File: src/rtl/sclk_shift_pkg.sv
`default_nettype none
// ============================================================================
// Module      : sclk_shift_pkg
// Description : Shared state encoding and default frame width for the
//               sclk_shift_master serial shift engine.
// Revision    : 1.0  initial release
// ============================================================================
package sclk_shift_pkg;

  typedef enum logic [1:0] {
    IDLE  = 2'd0,
    ALIGN = 2'd1,
    SHIFT = 2'd2,
    DONE  = 2'd3
  } state_t;

  localparam int c_default_data_w = 8;

endpackage
`default_nettype wire

File: src/rtl/sclk_shift_master_if.sv
`default_nettype none
// ============================================================================
// Module      : sclk_shift_master_if
// Description : Word-level handshake between the register front end (master)
//               and the serial shift engine (slave).
// Revision    : 1.0  initial release
// ============================================================================
interface sclk_shift_master_if
  import sclk_shift_pkg::*;
#(
  parameter int DATA_W = c_default_data_w
) ();

  logic              valid_i;
  logic [DATA_W-1:0] data_i;
  logic              ready_o;
  logic              busy_o;
  logic              done_o;
  logic [DATA_W-1:0] data_o;

  modport master (
    output valid_i, data_i,
    input  ready_o, busy_o, done_o, data_o
  );

  modport slave (
    input  valid_i, data_i,
    output ready_o, busy_o, done_o, data_o
  );

endinterface
`default_nettype wire

File: src/rtl/sclk_edge_detect.sv
`default_nettype none
// ============================================================================
// Module      : sclk_edge_detect
// Description : Registers the divided clock level and flags its rising and
//               falling edges in the clk_i domain.
// Revision    : 1.0  initial release
// ============================================================================
module sclk_edge_detect (
  input  logic clk_i,
  input  logic reset,
  input  logic sclk_i,
  output logic rise_o,
  output logic fall_o
);

  logic r_sclk_q;

  always_ff @(posedge clk_i) begin
    if (reset) begin
      r_sclk_q <= 1'b0;
    end else begin
      r_sclk_q <= sclk_i;
    end
  end

  assign rise_o = sclk_i & ~r_sclk_q;
  assign fall_o = ~sclk_i & r_sclk_q;

endmodule
`default_nettype wire

File: src/rtl/sclk_shift_master.sv
`default_nettype none
// ============================================================================
// Module      : sclk_shift_master
// Description : SPI mode-0 shift engine driven by the divided clock level.
//               Define SCLK_SHIFT_LSB_FIRST_EN for LSB-first bit order.
// Revision    : 1.0  initial release
// ============================================================================
module sclk_shift_master
  import sclk_shift_pkg::*;
#(
  parameter int DATA_W = c_default_data_w
) (
  input  logic                clk_i,
  input  logic                reset,
  sclk_shift_master_if.slave  bus,
  input  logic                sclk_i,
  output logic                cs_n_o,
  output logic                sclk_o,
  output logic                mosi_o,
  input  logic                miso_i
);

  localparam int c_cnt_w = $clog2(DATA_W + 1);

  state_t              r_state;
  state_t              w_state_nxt;
  logic [c_cnt_w-1:0]  r_cnt,  w_cnt_nxt;
  logic [DATA_W-1:0]   r_tx_sr, w_tx_nxt;
  logic [DATA_W-1:0]   r_rx_sr, w_rx_nxt;
  logic [DATA_W-1:0]   r_data,  w_data_nxt;
  logic                r_cs_n,  w_cs_n_nxt;
  logic                r_sclk,  w_sclk_nxt;
  logic                w_rise;
  logic                w_fall;
  logic [DATA_W-1:0]   w_tx_shift;
  logic [DATA_W-1:0]   w_rx_shift;
  logic                w_tx_bit;

  sclk_edge_detect u_edge (
    .clk_i  (clk_i),
    .reset  (reset),
    .sclk_i (sclk_i),
    .rise_o (w_rise),
    .fall_o (w_fall)
  );

`ifdef SCLK_SHIFT_LSB_FIRST_EN
  assign w_tx_shift = {1'b0, r_tx_sr[DATA_W-1:1]};
  assign w_rx_shift = {miso_i, r_rx_sr[DATA_W-1:1]};
  assign w_tx_bit   = r_tx_sr[0];
`else
  assign w_tx_shift = {r_tx_sr[DATA_W-2:0], 1'b0};
  assign w_rx_shift = {r_rx_sr[DATA_W-2:0], miso_i};
  assign w_tx_bit   = r_tx_sr[DATA_W-1];
`endif

  always_ff @(posedge clk_i) begin
    if (reset) begin
      r_state <= IDLE;
    end else begin
      r_state <= w_state_nxt;
    end
  end

  always_comb begin
    w_state_nxt = r_state;
    w_cnt_nxt   = r_cnt;
    w_tx_nxt    = r_tx_sr;
    w_rx_nxt    = r_rx_sr;
    w_data_nxt  = r_data;
    w_cs_n_nxt  = r_cs_n;
    w_sclk_nxt  = r_sclk;
    case (r_state)
      IDLE: begin
        if (bus.valid_i) begin
          w_tx_nxt    = bus.data_i;
          w_cnt_nxt   = c_cnt_w'(DATA_W);
          w_cs_n_nxt  = 1'b0;
          w_state_nxt = ALIGN;
        end
      end
      ALIGN: begin
        // A rise here is ignored so mosi gets a full half-period of setup.
        if (w_fall) begin
          w_sclk_nxt  = 1'b0;
          w_state_nxt = SHIFT;
        end
      end
      SHIFT: begin
        if (w_rise) begin
          w_sclk_nxt = 1'b1;
          w_rx_nxt   = w_rx_shift;
        end else if (w_fall) begin
          w_sclk_nxt = 1'b0;
          w_cnt_nxt  = r_cnt - c_cnt_w'(1);
          if (r_cnt == c_cnt_w'(1)) begin
            w_state_nxt = DONE;
          end else begin
            w_tx_nxt = w_tx_shift;
          end
        end
      end
      DONE: begin
        w_data_nxt  = r_rx_sr;
        w_cs_n_nxt  = 1'b1;
        w_tx_nxt    = '0;
        w_state_nxt = IDLE;
      end
      default: begin
        w_state_nxt = IDLE;
      end
    endcase
  end

  always_ff @(posedge clk_i) begin
    if (reset) begin
      r_cnt   <= '0;
      r_tx_sr <= '0;
      r_rx_sr <= '0;
      r_data  <= '0;
      r_cs_n  <= 1'b1;
      r_sclk  <= 1'b0;
    end else begin
      r_cnt   <= w_cnt_nxt;
      r_tx_sr <= w_tx_nxt;
      r_rx_sr <= w_rx_nxt;
      r_data  <= w_data_nxt;
      r_cs_n  <= w_cs_n_nxt;
      r_sclk  <= w_sclk_nxt;
    end
  end

  // mosi is the live end of the transmit register, cleared in DONE and reset.
  assign mosi_o      = w_tx_bit;
  assign cs_n_o      = r_cs_n;
  assign sclk_o      = r_sclk;
  assign bus.ready_o = (r_state == IDLE);
  assign bus.busy_o  = (r_state != IDLE);
  assign bus.done_o  = (r_state == DONE);
  assign bus.data_o  = r_data;

endmodule
`default_nettype wire
File: src/flat_wrapper.sv
// flat-port wrapper written by rule: the top's interface ports become plain ports
module sclk_shift_master_flat import sclk_shift_pkg::*;
#(
  parameter int DATA_W = c_default_data_w
)
  (clk_i, reset, sclk_i, cs_n_o, sclk_o, mosi_o, miso_i, bus_valid_i, bus_data_i, bus_ready_o, bus_busy_o, bus_done_o, bus_data_o);
  sclk_shift_master_if #(.DATA_W(DATA_W)) bus_i ();
  input  logic clk_i;
  input  logic reset;
  input  logic sclk_i;
  output logic cs_n_o;
  output logic sclk_o;
  output logic mosi_o;
  input  logic miso_i;
  input wire logic [$bits(bus_i.valid_i)-1:0] bus_valid_i;
  input wire logic [$bits(bus_i.data_i)-1:0] bus_data_i;
  output wire logic [$bits(bus_i.ready_o)-1:0] bus_ready_o;
  output wire logic [$bits(bus_i.busy_o)-1:0] bus_busy_o;
  output wire logic [$bits(bus_i.done_o)-1:0] bus_done_o;
  output wire logic [$bits(bus_i.data_o)-1:0] bus_data_o;
  assign bus_i.valid_i = bus_valid_i;
  assign bus_i.data_i = bus_data_i;
  assign bus_ready_o = bus_i.ready_o;
  assign bus_busy_o = bus_i.busy_o;
  assign bus_done_o = bus_i.done_o;
  assign bus_data_o = bus_i.data_o;
  sclk_shift_master #(.DATA_W(DATA_W)) u_core (.clk_i(clk_i), .reset(reset), .bus(bus_i), .sclk_i(sclk_i), .cs_n_o(cs_n_o), .sclk_o(sclk_o), .mosi_o(mosi_o), .miso_i(miso_i));
endmodule
File: config.mk
export PLATFORM = sky130hd
export DESIGN_NAME = sclk_shift_master_flat
export DESIGN_NICKNAME = d
export VERILOG_FILES = /design/src/rtl/sclk_shift_pkg.sv /design/src/rtl/sclk_shift_master_if.sv /design/src/rtl/sclk_edge_detect.sv /design/src/rtl/sclk_shift_master.sv /design/src/flat_wrapper.sv
export SDC_FILE = /design/constraint.sdc
export NUM_CORES = 1
export LEC_CHECK = 0
export BUFFER_PORTS_ARGS = -buffer_cell sky130_fd_sc_hd__buf_4
export CORE_MARGIN = 10
export CORE_UTILIZATION = 55
export CTS_BUF_LIST = sky130_fd_sc_hd__clkbuf_8 sky130_fd_sc_hd__clkbuf_16
export DETAILED_ROUTE_END_ITERATION = 6
export MAX_ROUTING_LAYER = met4
export PLACE_DENSITY_LB_ADDON = 0.15
export SETUP_SLACK_MARGIN = 0.02
export SLEW_MARGIN = 20
export SYNTH_ARGS = -nofsm -noshare
export SYNTH_HDL_FRONTEND = slang
export SYNTH_SLANG_ARGS = --single-unit
export TNS_END_PERCENT = 10
File: constraint.sdc
create_clock -name clk_i -period 3.5 [get_ports clk_i]
set_input_delay 0.7 -clock clk_i [delete_from_list [all_inputs] [get_ports clk_i]]
set_output_delay 0.7 -clock clk_i [all_outputs]
set_load 0.02 [all_outputs]
* After elaboration in Yosys (flattened, before gate mapping)
Cells that the tools add are included. W data, S select, Z words.
Word-level totals: flip-flop bits (word level) 33, latch bits 0, bits in writable memories 0, ROM bits 0, input port bits 13, output and inout bits 14, memories 0
Cells by class: add/sub/neg operators 1, $mul 0, divide/modulo/power cells 0, magnitude comparators 0, equal/unequal tests 10, shift operators 0, multiplexer cells 20, bitwise gates (word level) 4, reduce and logical (&&, ||, !) cells 11
Operators with widths (count):
- $mux W8 | 4
- $pmux W8 S3 | 1
- $mux W4 | 3
- $mux W2 | 5
- $ne A2 B2 Y1 const B | 5
- $reduce_and A5 Y1 | 2
- $pmux W2 S4 | 1
- $pmux W4 S2 | 1
- $reduce_bool A2 Y1 | 4
- $eq A2 B2 Y1 const B | 2
- $eq A4 B1 Y1 const B | 1
- $pmux W1 S2 | 2
- $reduce_and A2 Y1 | 2
- $reduce_and A4 Y1 | 1
- $sub A4 B1 Y4 const B | 1
- $mux W1 | 3
- $reduce_bool A3 Y1 | 1
- $and A1 B1 Y1 | 2
- $eq A2 B1 Y1 const B | 1
- $logic_not A2 Y1 | 1
- $ne A2 B1 Y1 const B | 1
- $not A1 Y1 | 2

* Logic depth before layout (Yosys ltp)
depth in word-level cells 5, mapped depth 7, gate-level depth less buffers 6

* Hierarchy
From an unflattened synthesis, not the netlist that was laid out.
Unflattened totals: cell total of the unflattened synthesis 168, area total of the unflattened synthesis 1539.0 µm²
Modules (own cells, without submodules):
- sclk_shift_master | instances 1, cells an instance 164, area each 1500.2 µm², sequential area each 640.6 µm²
- sclk_edge_detect | instances 1, cells an instance 4, area each 38.8 µm², sequential area each 20.0 µm²

* Worst setup path after synthesis
Ideal clock, no wire load.
path type register -> register, start register u_core.r_state[0], end register u_core.r_tx_sr[0], setup time 70 ps, data arrival time 1772 ps, data required time 3430 ps, setup slack 1658 ps, stages on the path, launching flop included 7, buffers on the path 0, path through dfxtp_1 -> inv_1 -> ha_1 -> nor2b_1 -> a21o_1 -> or4_1 -> a21oi_1
Between the ends: word-level cells in the longest chain between the ends 3, elaborated cells on any way between the ends 10, classes of those cells 6 x eq/ne; 1 x mux; 3 x reduce/logical
Ends and longest elaborated chain:
- from (decl) | line sclk_shift_master.sv:25 | state_t r_state;
- from (signal assigned) | line sclk_shift_master.sv:61 | r_state <= w_state_nxt;
- $logic_not A2 Y1 (*)
- net bus_ready_o | line flat_wrapper.sv:17 | output wire logic [$bits(bus_i.ready_o)-1:0] bus_ready_o;
- $ne A2 B2 Y1 (no line) / $reduce_bool A3 Y1 (equally long branches)
- $reduce_and A5 Y1 (no line)
- to (signal assigned) | line sclk_shift_master.sv:125 | r_tx_sr <= w_tx_nxt;
- to (decl) | line sclk_shift_master.sv:28 | logic [DATA_W-1:0] r_tx_sr, w_tx_nxt;
The timed path passes the listed nets; every way through them passes the cells marked *. A chain may end at the register's enable or synchronous reset.

* Final worst setup path
start register u_core.r_state[1], end output bus_done_o
Between the ends: word-level cells in the longest chain between the ends 1
Ends and longest elaborated chain:
- $eq A2 B2 Y1 | line sclk_shift_master.sv:139 | assign bus.done_o = (r_state == DONE);
- to (decl) | line flat_wrapper.sv:19 | output wire logic [$bits(bus_i.done_o)-1:0] bus_done_o;
Every way passes these cells.

==> impl_metrics.tcl <==
set metrics [dict create \
    die_h_um 73.3 \
    clock_path_buffers 2 \
    endpoint_kind "output pin" \
    use_met1_pct 14.4 \
    antenna_found_initial 0 \
    drcViolationCount 0 \
    synthesis.nets 192 \
    clk_latency_ns 0.28 \
    syn_area_um2 1560 \
    hpwl_um 2240 \
    initialDrtViolationCount 63 \
    die-width_um 73.3 \
    synth_cell_types 31 \
    nets 214 \
    antenna_left 0 \
    slew_violations 0 \
    finalCritPeriodShare_pct 70.1 \
    min_from "u_core.r_tx_sr[1]$_SDFFE_PP0P_" \
    hold_buffers 0 \
    regToRegEndpoint "u_core.r_cnt[2]$_SDFFE_PP0P_" \
    path_class "flip-flop to output pin" \
    core_um2 2730 \
    final_cell_mix "dfxtp_1 (33), buf_4 (26), nor2_1 (22), mux2i_1 (20), a21oi_1 (18)" \
    floorplan.initialDensity_pct 57.2 \
    reg2reg_slack_ns 1.30 \
    layout-drive-gt1-share_pct 21.0 \
    ir_drop_uv 601 \
    cp_max_fo 19 \
    dr.pass1.iters 4 \
    busiest_layer "met2" \
    worstHoldEndpoint "u_core.r_tx_sr[1]$_SDFFE_PP0P_" \
    grt_util_met2_pct 18.9 \
    clkTransAtPathRegs_ns 0.06 \
    cts_resized 0 \
    overflow 0 \
    cts_buffers 5 \
    ios 27 \
    fillers 217 \
    portBuffers 26 \
    fmax_mhz 408 \
    setup_tns_ns 0 \
    relSlewSlack_pct 39.8 \
    die-area_um2 5380 \
    hold_depth 2 \
    dpl.cell_count 218 \
    cp.arrival_ns 1.75 \
    status "completed" \
    routedWlPerCell_um 14.0 \
    ys_seq_area_share_pct 42.2 \
    critPathLaunchType "flip-flop" \
    grt_pass1_vias 1131 \
    layout.cells.non_filler 226 \
    regToRegStartpoint "u_core.r_state[0]$_SDFFE_PP0P_" \
    cts-root-buf "clkbuf_8" \
    viasPerCell 5.46 \
    fp-row-count 19 \
    worst_r2r_path_depth 6 \
    post_cts.repair.setup_buffers 0 \
    max_cap_violations 0 \
    setup_viol 0 \
    cp_cell_sequence "ha_1 -> buf_4" \
    vias 1233 \
    finalWirelength_um 3170 \
    synth-seq-cells 33 \
    globalRouteMet3Util_pct 5.92 \
    layout_commonest_cell "dfxtp_1" \
    avgSynthCellArea_um2 9.09 \
    groute.usage.overall_pct 12.7 \
    grt_pass1_wl_um 5220 \
    tightest_slew_ns 0.904 \
    powerDensity_nw_per_um2 731 \
    timing.hold.ws_ns 0.477 \
    area_growth_pct 19.1 \
    slowest_stage "ha_1" \
    min_period_ns 2.45 \
    cp.required_ns 2.80 \
    n_antenna_cell 0 \
    cts_tree "done" \
    gp_congestion 0.804 \
    hold_path.class "flip-flop to flip-flop" \
    finalHoldViolations 0 \
    cts.sinks 33 \
    ys_warn_count 0 \
    skew_ns 0.00488 \
    netlist_instances 172 \
    rsz0062_at_grt "no" \
    grt_max_degree 35 \
    cts_max_level 2 \
    leakagePower_nw 0.823 \
    slowest_delay_ns 0.79 \
]
## synth_stat cells
cell	n	share of area, %
nand3b_1	1	0.48
clkbuf_1	7	1.7
buf_1	1	0.24
a311oi_1	1	0.56
inv_1	8	1.9
nand2_1	4	0.96
a22oi_1	2	0.96
or2_2	1	0.40
ha_1	7	5.6
a221oi_2	1	0.96
buf_2	2	0.64
a21o_1	1	0.48
dfxtp_1	33	42
o21ai_0	10	3.2
or3_2	5	2.4
a211oi_1	1	0.48
nand3_1	1	0.32
o21bai_1	2	0.96
or4_1	1	0.48
nand2b_4	1	0.88
xnor2_1	1	0.56
nor2_1	22	5.3
or3b_1	1	0.56
nor2b_1	4	1.6
buf_6	1	0.72
mux2i_1	20	13
nor3b_1	8	3.8
or3_1	3	1.2
nand2b_1	3	1.2
a32o_1	1	0.64
a21oi_1	18	5.8
## worst max-delay path: cells and delay by family, from the launching register on
family | cells | cell delay [ns]
buf+inv | 1 | 0.28
fa+ha+maj | 1 | 0.79
flops | 1 | 0.41
## metrics by stage
stage	util (%)	power, W	setup slack [ns]	cell area, um^2
finish	68.1	0.00136	1.05	1860
floorplan	-	0.000896	1.66	1560
global placement	63.9	0.000988	1.41	1750
global route	68.1	0.00145	0.920	1860
detailed placement	63.9	0.00101	1.29	1750
CTS	68.1	0.00137	1.01	1860
## layout make-up
cell class / instances / area (um^2) / share of cell area [%]
inverter: 8 / 30.0 / 1.61
timing repair buffer: 26 / 195 / 10.5
multi-input combinational: 120 / 822 / 44.1
sequential: 33 / 661 / 35.5
clock buffer: 6 / 82.6 / 4.43
tap: 31 / 38.8 / 2.08
clock inverter: 2 / 33.8 / 1.81
## how the worst max path moves through the flow
| stage | start | endpoint | slack, ns | depth (start not counted) |
|---|---|---|---|---|
| 2_1_floorplan | u_core.r_state[0]$_SDFFE_PP0P_ | u_core.r_tx_sr[0]$_SDFFE_PP0P_ | 1.66 | 6 |
| 3_3_place_gp | u_core.r_state[1]$_SDFFE_PP0P_ | bus_done_o | 1.41 | 2 |
| 3_5_place_dp | u_core.r_state[0]$_SDFFE_PP0P_ | u_core.r_rx_sr[2]$_SDFFE_PP0P_ | 1.29 | 5 |
| 4_1_cts | u_core.r_state[1]$_SDFFE_PP0P_ | bus_done_o | 1.01 | 2 |
| 5_1_grt | u_core.r_state[1]$_SDFFE_PP0P_ | bus_done_o | 0.92 | 2 |
| 6_report | u_core.r_state[1]$_SDFFE_PP0P_ | bus_done_o | 1.05 | 2 |
## logic make-up after synthesis
kind of cell    Yosys count  share of synthesized area, %
fa+ha+maj                 7                          5.60
buf+inv                  19                          5.20
compound gates           37                          14.0
simple gates             55                          19.6
flops                    33                          42.2
xor+xnor                  1                         0.560
mux                      20                          12.8
## per-layer routing
layer	share of wire, %	vias to the layer above
met5	0	-
met4	0.72	0
met3	5.8	2
met2	47	22
met1	46	578
li1	-	631
## sequential cells by signal, indices dropped and copies added, names as in the netlist
register,cells
u_core.bus.data_o,8
u_core.sclk_o,1
u_core.r_tx_sr,8
u_core.r_cnt,4
u_core.cs_n_o,1
u_core.r_state,2
u_core.r_rx_sr,8
u_core.u_edge.r_sclk_q,1
## power by group
group	total [W]	internal (W)	switching, W
combinational	0.000523	0.000232	0.000291
clock	0.000360	0.000229	0.000131
sequential	0.000478	0.000436	0.0000419
Note: power is estimated with default switching activity, not from simulation.
